## config.mk

```make
export PLATFORM = sky130hd
export DESIGN_NAME = jk_counter_reg
export DESIGN_NICKNAME = d
export VERILOG_FILES = /design/src/rtl/jk_counter_reg.sv
export SDC_FILE = /design/constraint.sdc
export NUM_CORES = 1
export LEC_CHECK = 0
export BUFFER_PORTS_ARGS = -buffer_cell sky130_fd_sc_hd__buf_2
export CAP_MARGIN = 20
export CORE_MARGIN = 2
export CORE_UTILIZATION = 42
export DETAILED_ROUTE_END_ITERATION = 6
export PLACE_DENSITY = 0.75
export SLEW_MARGIN = 5
export SYNTH_ARGS = -nofsm -noshare
export SYNTH_HDL_FRONTEND = slang
export SYNTH_SLANG_ARGS = --single-unit
```

## constraint.sdc

```tcl
create_clock -name clk -period 1.7 [get_ports clk]
set_clock_uncertainty 0.05 [all_clocks]
set_input_delay 0.17 -clock clk [delete_from_list [all_inputs] [get_ports clk]]
set_output_delay 0.17 -clock clk [all_outputs]
set_load 0.05 [all_outputs]
```

## src/rtl/jk_counter_reg.sv

```systemverilog
// Bank of WIDTH JK flip-flops with sync reset, parallel load, clock enable and up/down count.
// Define JKC_SATURATE_EN to make the counter modes saturate instead of wrapping.
module jk_counter_reg #(
    parameter int WIDTH = 8
) (
    input  logic             clk,
    input  logic             rst,
    input  logic             en,
    input  logic [1:0]       mode,
    input  logic [WIDTH-1:0] j,
    input  logic [WIDTH-1:0] k,
    input  logic             load,
    input  logic [WIDTH-1:0] load_val,
    output logic [WIDTH-1:0] q,
    output logic             tc,
    output logic             wrap
);

    typedef enum logic [1:0] {
        MODE_JK   = 2'b00,
        MODE_UP   = 2'b01,
        MODE_DOWN = 2'b10,
        MODE_HOLD = 2'b11
    } mode_e;

    localparam logic [WIDTH-1:0] ONE = {{(WIDTH-1){1'b0}}, 1'b1};

    mode_e            mode_s;
    logic [WIDTH-1:0] carry_up;
    logic [WIDTH-1:0] carry_dn;
    logic [WIDTH-1:0] jj;
    logic [WIDTH-1:0] kk;
    logic [WIDTH-1:0] q_next;
    logic             wrap_next;

    assign mode_s = mode_e'(mode);

    // Toggle masks of an increment/decrement: bit i set iff all lower bits are 1 (up) or 0 (down).
    assign carry_up = q ^ (q + ONE);
    assign carry_dn = q ^ (q - ONE);

    assign tc = ((mode_s == MODE_UP) && (&q)) || ((mode_s == MODE_DOWN) && ~(|q));

    always_comb begin
        // NOTE: every always_comb output gets a default first so no path can infer a latch.
        jj = '0;
        kk = '0;
        unique case (mode_s)
            MODE_JK:   begin jj = j;        kk = k;        end
            MODE_UP:   begin jj = carry_up; kk = carry_up; end
            MODE_DOWN: begin jj = carry_dn; kk = carry_dn; end
            MODE_HOLD: begin jj = '0;       kk = '0;       end
        endcase
`ifdef JKC_SATURATE_EN
        if (tc) begin
            jj = '0;
            kk = '0;
        end
`endif
    end

    // JK characteristic equation, applied to every cell in parallel.
    assign q_next = (jj & ~q) | (~kk & q);

`ifdef JKC_SATURATE_EN
    assign wrap_next = 1'b0;
`else
    assign wrap_next = tc;
`endif

    // NOTE: state registers use non-blocking assignments so all cells update together on the edge.
    always_ff @(posedge clk) begin
        if (rst) begin
            q    <= '0;
            wrap <= 1'b0;
        end else if (load) begin
            q    <= load_val;
            wrap <= 1'b0;
        end else if (en) begin
            q    <= q_next;
            wrap <= wrap_next;
        end else begin
            wrap <= 1'b0;
        end
    end

endmodule
```

==> qor.csv, run 1 <==
stage;metric;value;unit
grt;vias in the first global route;1041;
clock_network;clock sink total;9;
setup_path;Arr. time, crit path;2000;ps
detailed_routing;via count;1112;
yosys;sequential share of the synthesized area;20.11;%
placed_design;port buffer count;39;
die;Core Area;0.001982;sq mm
sta;crit share post-route;111.0;%
yosys;Post-Synthesis Cells;112;
sta;Min Clock Period, post-route;1888;ps
clock_network;CTS tree;done;
setup_path;crit-path max FO;2;
yosys;synth unique cells;48;
finish;Ant. Diodes;0;
placed_design;pre-CTS WS;-152.2;ps
setup_path;Crit-path slowest cell;or4_4;
worst_hold_path;WHS Path Cells;3;
setup_path;Critical Path Max Stage Delay;560;ps
sta;Worst-Margin Slew;378.6;ps
setup_path;reg2reg setup slack;-190;ps
clock_network;Worst-path clk slew;70;ps
finish;synthesis-to-finish area growth;51.12;%
finish;highest-count cells in the layout ignoring fill and taps;buf_2 (38), buf_4 (16), a21oi_1 (8);
detailed_routing;DRC viols;0;
outcome;status;complete, but fails checks;
die;Die Height;50.19;um
grt;pin count of the biggest net entering global routing;17;
clock_network;Skew-Pair Late Insertion Delay;270;ps
setup_path;worst r2r dst;q[7];
power;Psw;299.7;uW
worst_hold_path;HP Class;primary input to register;
finish;layout cells sized above 1;53.61;%
placed_design;RD Place Congestion;0.8684;
clock_network;maximum buffer depth of the clock tree;2;
clock_network;Post-CTS Hold Buffers;0;
die;Rows;16;
clock_network;depth of the CTS H-tree;1;
yosys;Post-synth EDFFs;0;
finish;most common cell after layout, fill and taps aside;buf_2;
yosys;synthesized area per cell;7.999;sq um
grt;initial antenna violation count;0;
power;combinational power share;45.6;%
worst_hold_path;worst hold start;load_val[0];
outcome;failing checks;negative setup slack;
finish;final cell count without fillers;193;
setup_path;Worst Path Required;1810;ps
yosys;Yosys top cell area share;20.11;%
detailed_routing;first drt pass iteration count;4;
setup_path;Critical Path, Cell by Cell;or4_4, buf_6, or3_4, a21oi_2, and4bb_2;
finish;Nets;203;
yosys;top post-synthesis cells by area;dfxtp_1 (20%), ha_1 (8.4%), a21oi_1 (6.1%);
sta;hold_ws;82.40;ps
grt;first-pass GRT wire length;4471;um
yosys;Mapped Nets;148;
die;initial cell density of the core;45.20;%
setup_path;RR Startpoint;q[3];
die;Die Wd;50.19;um
grt;total grt overflow;0;
die;Ports;40;
power;Sequential Power Share;31.6;%
power;clock power share;22.8;%
power;worst vdd ir;430.2;uV
setup_path;critical path class;register to register;
power;power per cell area;573.7;mW/mm^2
power;Leak Pwr;0.0006206;uW
detailed_routing;routed wire length;2806;um
finish;Core Util, Final;68.31;%
sta;unrepaired setup endpoints after global routing;true;
worst_hold_path;Endpoint, Worst Hold;q[0];
grt;Total Routing Usage GR;22.70;%
yosys;Ys Warns;0;
yosys;ys flop type;dfxtp_1;
sta;Worst slew margin;74.41;%
yosys;Synth Cell Area;895.9;sq um
power;sw frac;38.59;%
sta;setup ws final;-187.5;ps
finish;final instance area;0.001354;sq mm
placed_design;Area after DPL;0.001239;sq mm
sta;final setup fails;3;
power;Int Power;476.9;uW
yosys;#FFs+latches synth;9;
finish;Fillers;154;
detailed_routing;initial DRC count;24;
sta;Fmax;529.8;MHz
sta;final hold viol count;0;
clock_network;TritonCTS Buffers;3;
detailed_routing;antenna viol nets, final;0;
yosys;Post-synth ARST share;0;%
clock_network;clk root buf;clkbuf_4;
placed_design;Post-Place Cells;187;
run;Max-cap violations;0;
sta;final count of pins violating max slew;0;
yosys;Synth area leader;dfxtp_1;
setup_path;Setup crit end kind;register;
placed_design;HPWL after DPL;2086;um
setup_path;cells on worst reg2reg path;5;
detailed_routing;Via density;5.762;
detailed_routing;routed length per instance;14.54;um
die;die area;0.002519;sq mm
setup_path;Critical Path Start Type;register;
[timing repair]
| item | CTS | global route |
|---|---|---|
| pin swaps | 2 | 3 |
| setup buffers | 1 | 1 |
| endpoints found under the setup margin | 3 | 8 |
| resized for setup | 7 | 10 |
[worst max-delay path, delay by kind of cell, from the launching register on]
kind	cells	cell delay, ps
simple gates	3	1120
flops	1	320
buf+inv	1	140
compound gates	1	140
[per-layer routing]
metal  GRT usage (%)  wire length (um)
met5               0                 0
met4           6.944                27
met3           6.548               189
met2           38.38              1363
met1           27.52              1225
[kinds of logic after synthesis]
group | after synthesis | share of synthesized area, %
buffers and inverters | 13 | 5.866
AND/OR/NAND/NOR | 41 | 29.33
adder cells (fa/ha/maj) | 6 | 8.380
multiplexers | 3 | 3.771
XOR/XNOR | 2 | 1.956
AO/OA/AOI/OAI | 38 | 30.59
flip-flops | 9 | 20.11
[cell usage after synthesis, types with 4 or more instances]
| library cell | count |
|---|---|
| a21oi_1 | 11 |
| and3_1 | 4 |
| clkbuf_1 | 5 |
| dfxtp_1 | 9 |
| ha_1 | 6 |
| inv_1 | 6 |
| nand2_1 | 6 |
| nor2_1 | 4 |
| o21ai_0 | 5 |
[power groups by stage]
stage | registers [uW] | clock network (uW) | logic, uW
floorplan | 302 | 0 | 148
global placement | 246 | 0 | 304
detailed placement | 247 | 0 | 314
CTS | 244 | 174 | 331
global route | 247 | 188 | 383
finish | 245 | 177 | 354
[metrics by stage]
step | setup TNS (ps) | total power (uW)
2_1_floorplan | -424.3 | 450.2
3_3_place_gp | -159.8 | 550.2
3_5_place_dp | -386.0 | 561.1
4_1_cts | -393.7 | 748.5
5_1_grt | -564.6 | 817.8
6_report | -408.6 | 776.6
[layout make-up]
| type | count | area (sq um) | area share (%) |
|---|---|---|---|
| Clock buffer | 4 | 26.28 | 1.941 |
| Inverter | 7 | 31.28 | 2.311 |
| Sequential cell | 9 | 193.9 | 14.33 |
| Timing Repair Buffer | 56 | 336.6 | 24.86 |
| Tap cell | 27 | 33.78 | 2.495 |
| Multi-Input combinational cell | 90 | 732.0 | 54.07 |
[worst max-delay path by stage]
stage / from / endpoint / depth (start not counted)
2_1_floorplan: q[2] / q[7] / 5
3_3_place_gp: mode[0] / q[7] / 7
3_5_place_dp: mode[0] / q[7] / 7
4_1_cts: q[3] / q[7] / 5
5_1_grt: q[3] / q[7] / 5
6_report: q[3] / q[7] / 5
[flip-flops by register name (all words and copies together) (netlist names)]
| register | flops |
|---|---|
| wrap | 1 |
| q | 8 |
(Power assumes the default switching activity.)
==> run 2, diff against run 1 <==
--- a/config.mk
+++ b/config.mk
@@ -5,12 +5,12 @@
 export SDC_FILE = /design/constraint.sdc
 export NUM_CORES = 1
 export LEC_CHECK = 0
-export BUFFER_PORTS_ARGS = -buffer_cell sky130_fd_sc_hd__buf_2
 export CAP_MARGIN = 20
 export CORE_MARGIN = 2
-export CORE_UTILIZATION = 42
+export CORE_UTILIZATION = 55
 export DETAILED_ROUTE_END_ITERATION = 6
-export PLACE_DENSITY = 0.75
+export DONT_BUFFER_PORTS = 1
+export PLACE_DENSITY = 0.79
 export SLEW_MARGIN = 5
 export SYNTH_ARGS = -nofsm -noshare
 export SYNTH_HDL_FRONTEND = slang
==> run 2 against run 1 <==
Compared with the run above: the run still ends with negative setup slack left; register-to-register slack gained 160 ps; global-route usage is 9.3 points higher; utilization rose by 6.9 points; setup slack improved by 75 ps; largest cell class unchanged; largest power group unchanged.
==> qor.csv, run 2 (synthesized netlist as in run 1, its figures left out) <==
stage;metric;value;unit;change
placed_design;HPWL after DPL;2044;um;-2.0%
worst_hold_path;HP Class;primary input to register;;
clock_network;clk root buf;clkbuf_4;;
worst_hold_path;worst hold start;rst;;
grt;initial antenna violation count;0;;unchanged
finish;Ant. Diodes;0;;unchanged
finish;biggest regs;q: 8 flops, wrap: 1 flops;;
setup_path;RR Startpoint;q[0];;
finish;most common cell after layout, fill and taps aside;buf_4;;
sta;crit share post-route;106.6;%;-4.4 points
sta;setup ws final;-112.2;ps;+75.31 ps
outcome;status;complete, but fails checks;;
detailed_routing;DRC viols;0;;unchanged
finish;Top reg by flops;q;;
clock_network;depth of the CTS H-tree;1;;unchanged
setup_path;Setup crit end kind;output pin;;
grt;first-pass GRT wire length;4443;um;-0.63%
power;combinational power share;41.7;%;-3.9 points
clock_network;Worst-path clk slew;60;ps;about the same
die;Ports;40;;unchanged
finish;Nets;169;;-17%
setup_path;critical path class;register to output pin;;
setup_path;Worst Path Required;1480;ps;-330 ps
detailed_routing;routed length per instance;19.20;um;+32%
power;power per cell area;614.7;mW/mm^2;+7.2%
grt;vias in the first global route;962;;-7.6%
finish;final instance area;0.001146;sq mm;-15%
finish;max FFs per register;8;;unchanged
power;Sequential Power Share;34.3;%;+2.7 points
finish;layout cells sized above 1;34.85;%;-19 points
power;worst vdd ir;623.9;uV;+45%
die;Rows;14;;-2
finish;synthesis-to-finish area growth;27.93;%;
sta;unrepaired setup endpoints after global routing;true;;
die;Die Wd;44.36;um;-12%
clock_network;maximum buffer depth of the clock tree;2;;unchanged
sta;Min Clock Period, post-route;1812;ps;-75.31 ps
setup_path;Arr. time, crit path;1590;ps;-410 ps
sta;Worst-Margin Slew;469.2;ps;+90.61 ps
detailed_routing;antenna viol nets, final;0;;unchanged
run;Max-cap violations;0;;unchanged
detailed_routing;via count;1023;;-8.0%
clock_network;CTS tree;done;;
clock_network;TritonCTS Buffers;3;;unchanged
power;clock power share;24.0;%;+1.2 points
finish;highest-count cells in the layout ignoring fill and taps;buf_4 (18), a21oi_1 (10), nand2_1 (6);;
power;Psw;260.5;uW;-13%
detailed_routing;first drt pass iteration count;4;;unchanged
power;Int Power;444.0;uW;-6.9%
setup_path;crit-path max FO;3;;+1
sta;final setup fails;2;;-1
sta;final count of pins violating max slew;0;;unchanged
detailed_routing;Via density;6.912;;+20%
die;initial cell density of the core;58.78;%;+14 points
placed_design;RD Place Congestion;0.8851;;+1.9%
setup_path;Critical Path Source;q[2];;
grt;Total Routing Usage GR;31.99;%;+9.3 points
setup_path;Critical Path Start Type;register;;
power;sw frac;36.98;%;-1.6 points
grt;total grt overflow;0;;unchanged
die;Die Height;44.36;um;-12%
die;Core Area;0.001524;sq mm;-23%
detailed_routing;initial DRC count;30;;+25%
clock_network;clock sink total;9;;unchanged
placed_design;port buffer count;0;;-100%
outcome;failing checks;negative setup slack;;
detailed_routing;routed wire length;2842;um;+1.3%
sta;final hold viol count;0;;unchanged
clock_network;Skew-Pair Late Insertion Delay;260;ps;about the same
die;die area;0.001968;sq mm;-22%
grt;pin count of the biggest net entering global routing;17;;unchanged
placed_design;Area after DPL;0.001072;sq mm;-13%
sta;Fmax;551.8;MHz;+4.2%
sta;Setup TNS;-137.5;ps;+271.1 ps
power;Leak Pwr;0.0004707;uW;-24%
sta;Worst slew margin;68.68;%;-5.7 points
[run 2: cell type report]
class / instances / area, sq um
clock buffer: 4 / 26.28
fill: 119 / 377.9
inverter: 7 / 31.28
multi-input combinational: 90 / 689.4
sequential: 9 / 193.9
tap: 16 / 20.02
timing repair buffer: 22 / 185.2
[run 2: metal layers]
metal  GRT usage [%]  routed length (um)
met4           12.12                  70
met2           55.59                1437
met3           9.796                 296
met1           36.48                1037
met5               0                   0
[run 2: final timing paths]
check             endpoint  slack, ps  cells after the start
hold reg to reg       q[1]        670                      4
setup / recovery        tc       -110                      4
hold / removal        q[5]         10                      1
setup reg to reg      q[7]        -30                      4
[run 2: through the flow]
stage / cells / power (uW) / setup WS [ps] / hold WS (ps) / utilization (%)
after global placement: 141 / 508.6 / 3.300 / 183.8 / 70.36
after global routing: 148 / 749.2 / -154.2 / 1.746 / 75.21
final: 148 / 704.5 / -112.2 / 14.51 / 75.21
after floorplan: 112 / 450.2 / -157.0 / 254.4 / -
after detailed placement: 141 / 520.4 / -60.16 / 185.4 / 70.36
after CTS: 148 / 700.6 / -103.5 / 13.17 / 74.47
[run 2: critical path, stage by stage (launching register included)]
cell	delay, ps
dfxtp_4	340
or4_4	520
nor4_2	140
a41o_2	180
buf_12	140
[run 2: repair_timing]
item / 4_1_cts / 5_1_grt
resized for setup: 2 / 4
endpoints found under the setup margin: 3 / 5
hold endpoints to repair: 4 / 0
hold buffers: 3 / 0
pin swaps: 1 / 1
setup buffers: 0 / 0
[run 2: power groups by stage]
stage | Combinational (uW) | Clock [uW] | Sequential (uW)
after global routing | 315 | 191 | 243
after global placement | 266 | 0 | 243
after CTS | 288 | 173 | 239
after detailed placement | 277 | 0 | 243
after floorplan | 148 | 0 | 302
final | 294 | 169 | 241
